--- src/rtl/rand_pkg.sv ---
// Shared types and constants for the random-source sequencer and its LFSR.
package rand_pkg;
    localparam int WIDTH = 9;
    localparam logic [WIDTH-1:0] LFSR_TAPS = 9'b1_0110_1001;
    localparam logic [WIDTH-1:0] LFSR_INIT = 9'b1_1010_1110;

    typedef enum logic [1:0] {
        IDLE  = 2'd0,
        GRANT = 2'd1,
        STEP  = 2'd2
    } state_t;
endpackage

--- src/rtl/lfsr_step.sv ---
// Galois LFSR register with reload and step controls; reload wins over step.
module lfsr_step
    import rand_pkg::*;
#(
    parameter int               WIDTH    = rand_pkg::WIDTH,
    parameter logic [WIDTH-1:0] TAPS     = LFSR_TAPS,
    parameter logic [WIDTH-1:0] INIT_VAL = LFSR_INIT
) (
    input  logic             i_Clk,
    input  logic             i_Rst,
    input  logic             i_step,
    input  logic             i_load,
    output logic [WIDTH-1:0] o_reg
);
    logic [WIDTH-1:0] lfsr_reg;
    logic [WIDTH-1:0] lfsr_next;
    logic [WIDTH-1:0] shift_next;

    assign shift_next[0] = lfsr_reg[WIDTH-1];

    // Bit i takes bit i-1, xored with the MSB where the mirrored tap is set.
    generate
        for (genvar gi = 1; gi < WIDTH; gi++) begin : g_bit
            if (TAPS[WIDTH-1-gi]) begin : g_tap
                assign shift_next[gi] = lfsr_reg[gi-1] ^ lfsr_reg[WIDTH-1];
            end else begin : g_plain
                assign shift_next[gi] = lfsr_reg[gi-1];
            end
        end
    endgenerate

    always_comb begin
        lfsr_next = lfsr_reg;
        if (i_load) begin
            lfsr_next = INIT_VAL;
        end else if (i_step) begin
            // An all-zero register would never leave zero, so restart it.
            lfsr_next = (lfsr_reg == '0) ? INIT_VAL : shift_next;
        end
    end

    always_ff @(posedge i_Clk or posedge i_Rst) begin
        if (i_Rst) begin
            lfsr_reg <= INIT_VAL;
        end else begin
            lfsr_reg <= lfsr_next;
        end
    end

    assign o_reg = lfsr_reg;
endmodule

--- src/rtl/rand_share_ctrl.sv ---
// Round-robin arbiter handing out fresh LFSR values; steps the LFSR after each
// grant and free-runs it slowly while idle.
module rand_share_ctrl
    import rand_pkg::*;
#(
    parameter int               NUM_REQ  = 2,
    parameter int               WIDTH    = rand_pkg::WIDTH,
    parameter logic [WIDTH-1:0] TAPS     = LFSR_TAPS,
    parameter logic [WIDTH-1:0] INIT_VAL = LFSR_INIT,
    parameter int               WARMUP   = 2,
    parameter int               IDLE_DIV = 1000
) (
    input  logic               i_Clk,
    input  logic               i_Rst,
    input  logic [1:0]         i_state,
    input  logic [NUM_REQ-1:0] i_req,
    output logic [NUM_REQ-1:0] o_ack,
    output logic [WIDTH-1:0]   o_data,
    output logic               o_busy
);
    localparam int IDX_W = (NUM_REQ > 1) ? $clog2(NUM_REQ) : 1;
    localparam int CNT_W = (IDLE_DIV > 1) ? $clog2(IDLE_DIV) : 1;
    localparam logic [CNT_W-1:0] IDLE_LAST = (IDLE_DIV > 0) ? CNT_W'(IDLE_DIV - 1) : '0;
    localparam logic [IDX_W-1:0] IDX_LAST  = IDX_W'(NUM_REQ - 1);
    localparam logic [IDX_W:0]   REQ_COUNT = (IDX_W+1)'(NUM_REQ);

    state_t             state_reg, state_next;
    logic [IDX_W-1:0]   ptr_reg, ptr_next;
    logic [IDX_W-1:0]   idx_reg, idx_next;
    logic [CNT_W-1:0]   idle_cnt_reg, idle_cnt_next;
    logic [3:0]         step_cnt_reg, step_cnt_next;
    logic [NUM_REQ-1:0] ack_reg, ack_next;
    logic [WIDTH-1:0]   data_reg, data_next;
    logic               busy_reg, busy_next;

    logic               game_run;
    logic               lfsr_step_en;
    logic               lfsr_load;
    logic [WIDTH-1:0]   lfsr_val;
    logic [NUM_REQ-1:0] rot_req;
    logic [IDX_W-1:0]   pick_off;
    logic               pick_found;
    logic [IDX_W:0]     pick_sum;
    logic [IDX_W-1:0]   pick_idx;

    assign game_run = (i_state != 2'd0);

    lfsr_step #(
        .WIDTH    (WIDTH),
        .TAPS     (TAPS),
        .INIT_VAL (INIT_VAL)
    ) u_lfsr (
        .i_Clk  (i_Clk),
        .i_Rst  (i_Rst),
        .i_step (lfsr_step_en),
        .i_load (lfsr_load),
        .o_reg  (lfsr_val)
    );

    // Rotate requests so the pointer sits at bit 0, then take the lowest set bit.
    assign rot_req = NUM_REQ'({i_req, i_req} >> ptr_reg);

    always_comb begin
        pick_off   = '0;
        pick_found = 1'b0;
        for (int k = NUM_REQ - 1; k >= 0; k--) begin
            if (rot_req[k]) begin
                pick_off   = IDX_W'(k);
                pick_found = 1'b1;
            end
        end
    end

    assign pick_sum = {1'b0, ptr_reg} + {1'b0, pick_off};
    assign pick_idx = (pick_sum >= REQ_COUNT) ? IDX_W'(pick_sum - REQ_COUNT) : pick_sum[IDX_W-1:0];

    always_comb begin
        state_next    = state_reg;
        ptr_next      = ptr_reg;
        idx_next      = idx_reg;
        idle_cnt_next = idle_cnt_reg;
        step_cnt_next = step_cnt_reg;
        ack_next      = '0;
        data_next     = '0;
        lfsr_step_en  = 1'b0;
        lfsr_load     = 1'b0;
        if (!game_run) begin
            state_next    = IDLE;
            ptr_next      = '0;
            idle_cnt_next = '0;
            step_cnt_next = '0;
            lfsr_load     = 1'b1;
        end else begin
            case (state_reg)
                IDLE: begin
                    // A grant takes the pre-step value and suppresses the free-run step.
                    if (pick_found) begin
                        idx_next   = pick_idx;
                        ack_next   = NUM_REQ'(1) << pick_idx;
                        data_next  = lfsr_val;
                        state_next = GRANT;
                    end else if (IDLE_DIV != 0) begin
                        if (idle_cnt_reg == IDLE_LAST) begin
                            idle_cnt_next = '0;
                            lfsr_step_en  = 1'b1;
                        end else begin
                            idle_cnt_next = idle_cnt_reg + CNT_W'(1);
                        end
                    end
                end
                GRANT: begin
                    ptr_next      = (idx_reg == IDX_LAST) ? '0 : idx_reg + IDX_W'(1);
                    step_cnt_next = 4'(WARMUP);
                    state_next    = STEP;
                end
                STEP: begin
                    lfsr_step_en  = 1'b1;
                    step_cnt_next = step_cnt_reg - 4'd1;
                    if (step_cnt_reg <= 4'd1) begin
                        state_next    = IDLE;
                        idle_cnt_next = '0;
                    end
                end
                default: state_next = IDLE;
            endcase
        end
        busy_next = game_run && (state_next != IDLE);
    end

    always_ff @(posedge i_Clk or posedge i_Rst) begin
        if (i_Rst) begin
            state_reg    <= IDLE;
            ptr_reg      <= '0;
            idx_reg      <= '0;
            idle_cnt_reg <= '0;
            step_cnt_reg <= '0;
            ack_reg      <= '0;
            data_reg     <= '0;
            busy_reg     <= 1'b0;
        end else begin
            state_reg    <= state_next;
            ptr_reg      <= ptr_next;
            idx_reg      <= idx_next;
            idle_cnt_reg <= idle_cnt_next;
            step_cnt_reg <= step_cnt_next;
            ack_reg      <= ack_next;
            data_reg     <= data_next;
            busy_reg     <= busy_next;
        end
    end

    // Game state 0 silences the outputs in the same cycle it appears.
    assign o_ack  = game_run ? ack_reg : '0;
    assign o_data = (game_run && (ack_reg != '0)) ? data_reg : '0;
    assign o_busy = game_run & busy_reg;
endmodule

--- config.mk ---
export PLATFORM = sky130hd
export DESIGN_NAME = rand_share_ctrl
export DESIGN_NICKNAME = d
export VERILOG_FILES = /design/src/rtl/rand_pkg.sv /design/src/rtl/lfsr_step.sv /design/src/rtl/rand_share_ctrl.sv
export SDC_FILE = /design/constraint.sdc
export NUM_CORES = 1
export LEC_CHECK = 0
export CORE_UTILIZATION = 50
export CTS_CLUSTER_DIAMETER = 40
export DETAILED_ROUTE_END_ITERATION = 16
export PLACE_DENSITY = 0.74
export SLEW_MARGIN = 5
export SYNTH_ARGS = -nofsm -noshare
export SYNTH_HDL_FRONTEND = slang
export SYNTH_SLANG_ARGS = --single-unit
--- constraint.sdc ---
create_clock -name i_Clk -period 1.65 [get_ports i_Clk]
set_input_delay 0.495 -clock i_Clk [delete_from_list [all_inputs] [get_ports i_Clk]]
set_output_delay 0.495 -clock i_Clk [all_outputs]
set_load 0.005 [all_outputs]
======== Word-level counts from Yosys, hierarchy flattened ========
Index checks and enable logic that the tools add are counted.
cells by class
  add/subtract/negate cells ............... 5
  order comparisons ....................... 2
  eq/ne operators ......................... 9
  shift-type cells ........................ 2
  mux-type cells .......................... 33
  bitwise gates (word level) .............. 5
  reduce and logical (&&, ||, !) cells .... 9
operator list
  cell                     number
  $mux W9                  7
  $mux W10                 4
  $pmux W10 S2             1
  $mux W2                  7
  $add A10 B1 Y10 const B  1
  $eq A10 B10 Y1 const B   1
  $mux W1                  10
  $logic_not A9 Y1         1
  $pmux W4 S2              1
  $ne A3 B1 Y1 const B     2
  $ne A3 B3 Y1 const B     2
  $pmux W2 S3              1
  $reduce_and A3 Y1        2
  $reduce_bool A2 Y1       3
  $le A4 B1 Y1 const B     1
  $mux W4                  1
  $ne A2 B1 Y1 const B     2
  $shr A4 B1 Y2            1
  $sub A4 B1 Y4 const B    1
  $xor A1 B1 Y1            4
  $add A1 B1 Y2            1
  $eq A2 B1 Y1 const B     1
  $eq A2 B2 Y1 const B     1
  $ge A2 B2 Y1 const B     1
  other kinds (7)          8
storage, ports and cells
  flip-flop bits (word level) ............. 39
  logic and storage cells ................. 74

======== Logic depth before layout (Yosys ltp) ========
  depth after elaboration ................. 10
  mapped depth ............................ 8
  depth with buffers taken out ............ 7

======== By module ========
A second synthesis with hierarchy kept.
second synthesis, totals
  cell total of the unflattened synthesis .. 211
  area, all modules ....................... 2075.7 um^2
by module, submodules not included
  module           instances  cells an instance  area each (um^2)  seq. area each (um^2)
  rand_share_ctrl  1          163                1572.8            750.7
  lfsr_step        1          48                 503.0             232.7

======== Least setup slack after synthesis ========
Ideal clock, no wire load.
  kind .................................... in2out
  start ................................... input i_state[1]
  end ..................................... output o_data[0]
  data arrival time ....................... 1.240 ns
  required time ........................... 1.155 ns
  path slack .............................. -0.085 ns
  stages on the path ...................... 4
  cell sequence ........................... nor2_1 -> clkbuf_1 -> nor2_1 -> and2_1
on the way
  longest elaborated chain between the ends .. 3
ends and longest elaborated chain
  what                 RTL line                source
  from (decl)          rand_share_ctrl.sv:15   input logic [1:0] i_state,
  $reduce_bool A2 Y1   rand_share_ctrl.sv:46   assign game_run = (i_state != 2'd0);
  $logic_and A1 B1 Y1  rand_share_ctrl.sv:154  assign o_data = (game_run && (ack_reg != '0)) ? data_reg : '0;
  $mux W9              rand_share_ctrl.sv:154
  to (decl)            rand_share_ctrl.sv:18   output logic [WIDTH-1:0] o_data,
Every way passes these cells.

======== Worst setup path after layout ========
  start ................................... register ack_reg[1]
  end ..................................... output o_data[4]
on the way
  longest elaborated chain between the ends .. 3
ends and longest elaborated chain
  what                    RTL line                source
  from (decl)             rand_share_ctrl.sv:32   logic [NUM_REQ-1:0] ack_reg, ack_next;
  from (signal assigned)  rand_share_ctrl.sv:146  ack_reg <= ack_next;
  $reduce_bool A2 Y1      rand_share_ctrl.sv:154
  $logic_and A1 B1 Y1     rand_share_ctrl.sv:154
  $mux W9                 rand_share_ctrl.sv:154
Every way passes these cells.

==> metrics.txt <==
initial antenna violation count 0; Startpoint Class flop; reg2reg start step_cnt_reg[0]$_DFFE_PP0P_; Port-buffer cells 17; slack of the critical path -0.192 ns; max-cap viol count 0; WL met2 2.50 mm; RSZ-0062 raised after global routing yes; first-pass GRT wire length 7.65 mm; Core Rows 22; met1 wire length 1.81 mm; final period utilization 112%; max FFs per register 10; chip height 64.8 µm; CTS root buf clkbuf_8; clock sink count 39; Initial Util between 50% and 60%; register area around 980 µm²; maximum number of pins on one net before global-route repair 40; Area contributors post-synth dfrtp_1 (42%), dfstp_2 (8.0%), and2_1 (6.7%); Final Critical Period approximately 1.8 ns; final core occ 73.6%; Tightest Pin Transition 0.436 ns; Yosys top cell by area dfrtp_1; Synth Cell Area slightly below 0.002 mm²; flop-to-flop setup slack -0.12 ns; relative slew slack 70.8%; setup violators final 19; Worst Path Max Fanout 4; wirelength, routed ~4.6 mm; CP endpoint kind primary output; HP Start idx_reg$_DFFE_PP0P_; syn nets 215; WP data required 1.15 ns; Hold WC Path Type flop to flop; final net count 266; die extent in x around 65 µm; Num CTS Buffers 5; ant diodes 0; vias in the first global route 1693; DRT iter0 DRCs between 80 and 90; Top Metal Used met4; share of cells above drive strength 1 between 40% and 50%; Final ANT Viol Nets 0; arrival time at the worst endpoint 1.35 ns; WL/cell 15.0 µm; Seq/Total Area, Yosys 49.9%; IO Count 18; Worst-Skew Late Latency around 0.29 ns; worst vdd ir a little under 900 µV; dpl cell area 0.00238 mm²; Core Box Area approximately 0.0037 mm²; Post-synth top cells dfrtp_1 (33), and2_1 (21), nor2_1 (21); Clk pin slew, worst setup/hold paths ~0.08 ns; Syn Area/Cell about 9.6 µm²; Remaining DRCs 0; total power 4430 µW; Multi-input gate area 0.00106 mm²; status complete, but fails checks; CTS tree yes; clock buffer depth 2; pwr dens approximately 1600 mW/mm²; main flop type after synthesis dfrtp_1; Clock Skews 0.00610 ns; Leak 0.00125 µW; #FFs+latches synth 39; Syn Inst Count 206; crit path launch ack_reg[1]$_DFF_PP0_; Via-to-Cell Ratio roughly 5.6; fin area approximately 0.0027 mm²; Synth top area share 41.9%; critical path type flop to primary output; full die area between 0.004 and 0.005 mm²; final RePlAce weighted congestion about 0.84; async set or reset register ratio after synthesis 100%; fmax 543 MHz; vias 1704; failing checks negative setup slack; max-slew violations 0; EDFF count, synth 0; WL met3 approximately 170 µm; gr ovfl total 0; H-Tree Depth 2; First-pass DRT Iterations 4; worst hold slack approximately 0.47 ns; total track usage 24.1%; Fill cells 263; DP HPWL approximately 3.0 mm; top-count cell post-synth dfrtp_1; synth unique cells 44; YS warnings 0; Syn-to-layout area delta 38.7%; endpoints failing hold 0
-- logic make-up after synthesis --
group	synth area share, %
buffers and inverters	5.02
AND/OR/NAND/NOR	27.5
AO/OA/AOI/OAI	13.5
adder cells (fa/ha/maj)	1.90
flip-flops	49.9
XOR/XNOR	2.22
-- power breakdown --
group	switching, µW	internal [µW]	total [µW]
combinational	921	1040	1960
sequential	332	1350	1680
clock	337	450	787
-- critical path, stage by stage (launching register included) --
cell and delay (ns):
dfrtp_1 0.39, nor2_1 0.13, nor2_2 0.06, buf_4 0.14, buf_6 0.11, and2_4 0.13
buf_6 0.10
-- metal layers --
metal  up-vias  track usage (%)
met1       832             27.8
met3        11             5.46
li1        813                -
met5         -                0
met2        48             43.5
met4         0             8.33
-- cells in the final DEF (no fill, tap or decap), types with 3 or more instances in the layout --
cell type	synthesis	routed
buf_4	2	33
dfrtp_1	33	32
nor2_1	21	18
nand2_1	16	15
and2_1	21	13
buf_6	1	11
inv_1	10	8
and2_4	0	8
nor3_1	8	7
nand3_1	7	7
o21ai_0	12	7
a21oi_1	7	6
buf_2	4	6
dfstp_2	6	6
o21ai_2	1	5
clkbuf_8	0	5
xnor2_1	4	4
nand2b_1	5	4
nor4_4	1	3
a211oi_1	3	3
-- final timing paths --
| check | end | cells past startpoint |
|---|---|---|
| worst max-delay path | o_data[4] | 6 |
| worst min-delay path | ptr_reg$_DFFE_PP0P_ | 1 |
| worst max register to register | idle_cnt_reg[4]$_DFFE_PP0P_ | 7 |
| worst min register to register | ptr_reg$_DFFE_PP0P_ | 1 |
| max in group asynchronous | u_lfsr.o_reg[1]$_DFFE_PP1P_ | 3 |
| min in group asynchronous | u_lfsr.o_reg[4]$_DFFE_PP0P_ | 3 |
-- what timing repair did --
action / 4_1_cts / 5_1_grt
endpoints found under the hold margin: 0 / 0
endpoints found under the setup margin: 40 / 35
pin swaps: 27 / 13
gates resized for setup: 89 / 22
cloned: 1 / 0
hold buffers: 0 / 0
buffers inserted: 7 / 2
-- metrics by stage --
stage	setup TNS (ns)	setup WS [ns]	std cells
floorplan	0	0.0115	206
global placement	-20.59	-0.762	289
detailed placement	-22.28	-0.772	289
CTS	-1.95	-0.180	304
global route	-3.55	-0.236	306
finish	-2.15	-0.192	306
-- layout make-up --
cell class	instances	area share, %
well taps	48	2.20
multi-input cells	146	38.9
clock inverters	3	1.60
flip-flops and latches	39	36.0
repair buffers	55	17.4
clock buffers	5	2.52
inverters	10	1.37
Power figures use the tool's default switching activity.
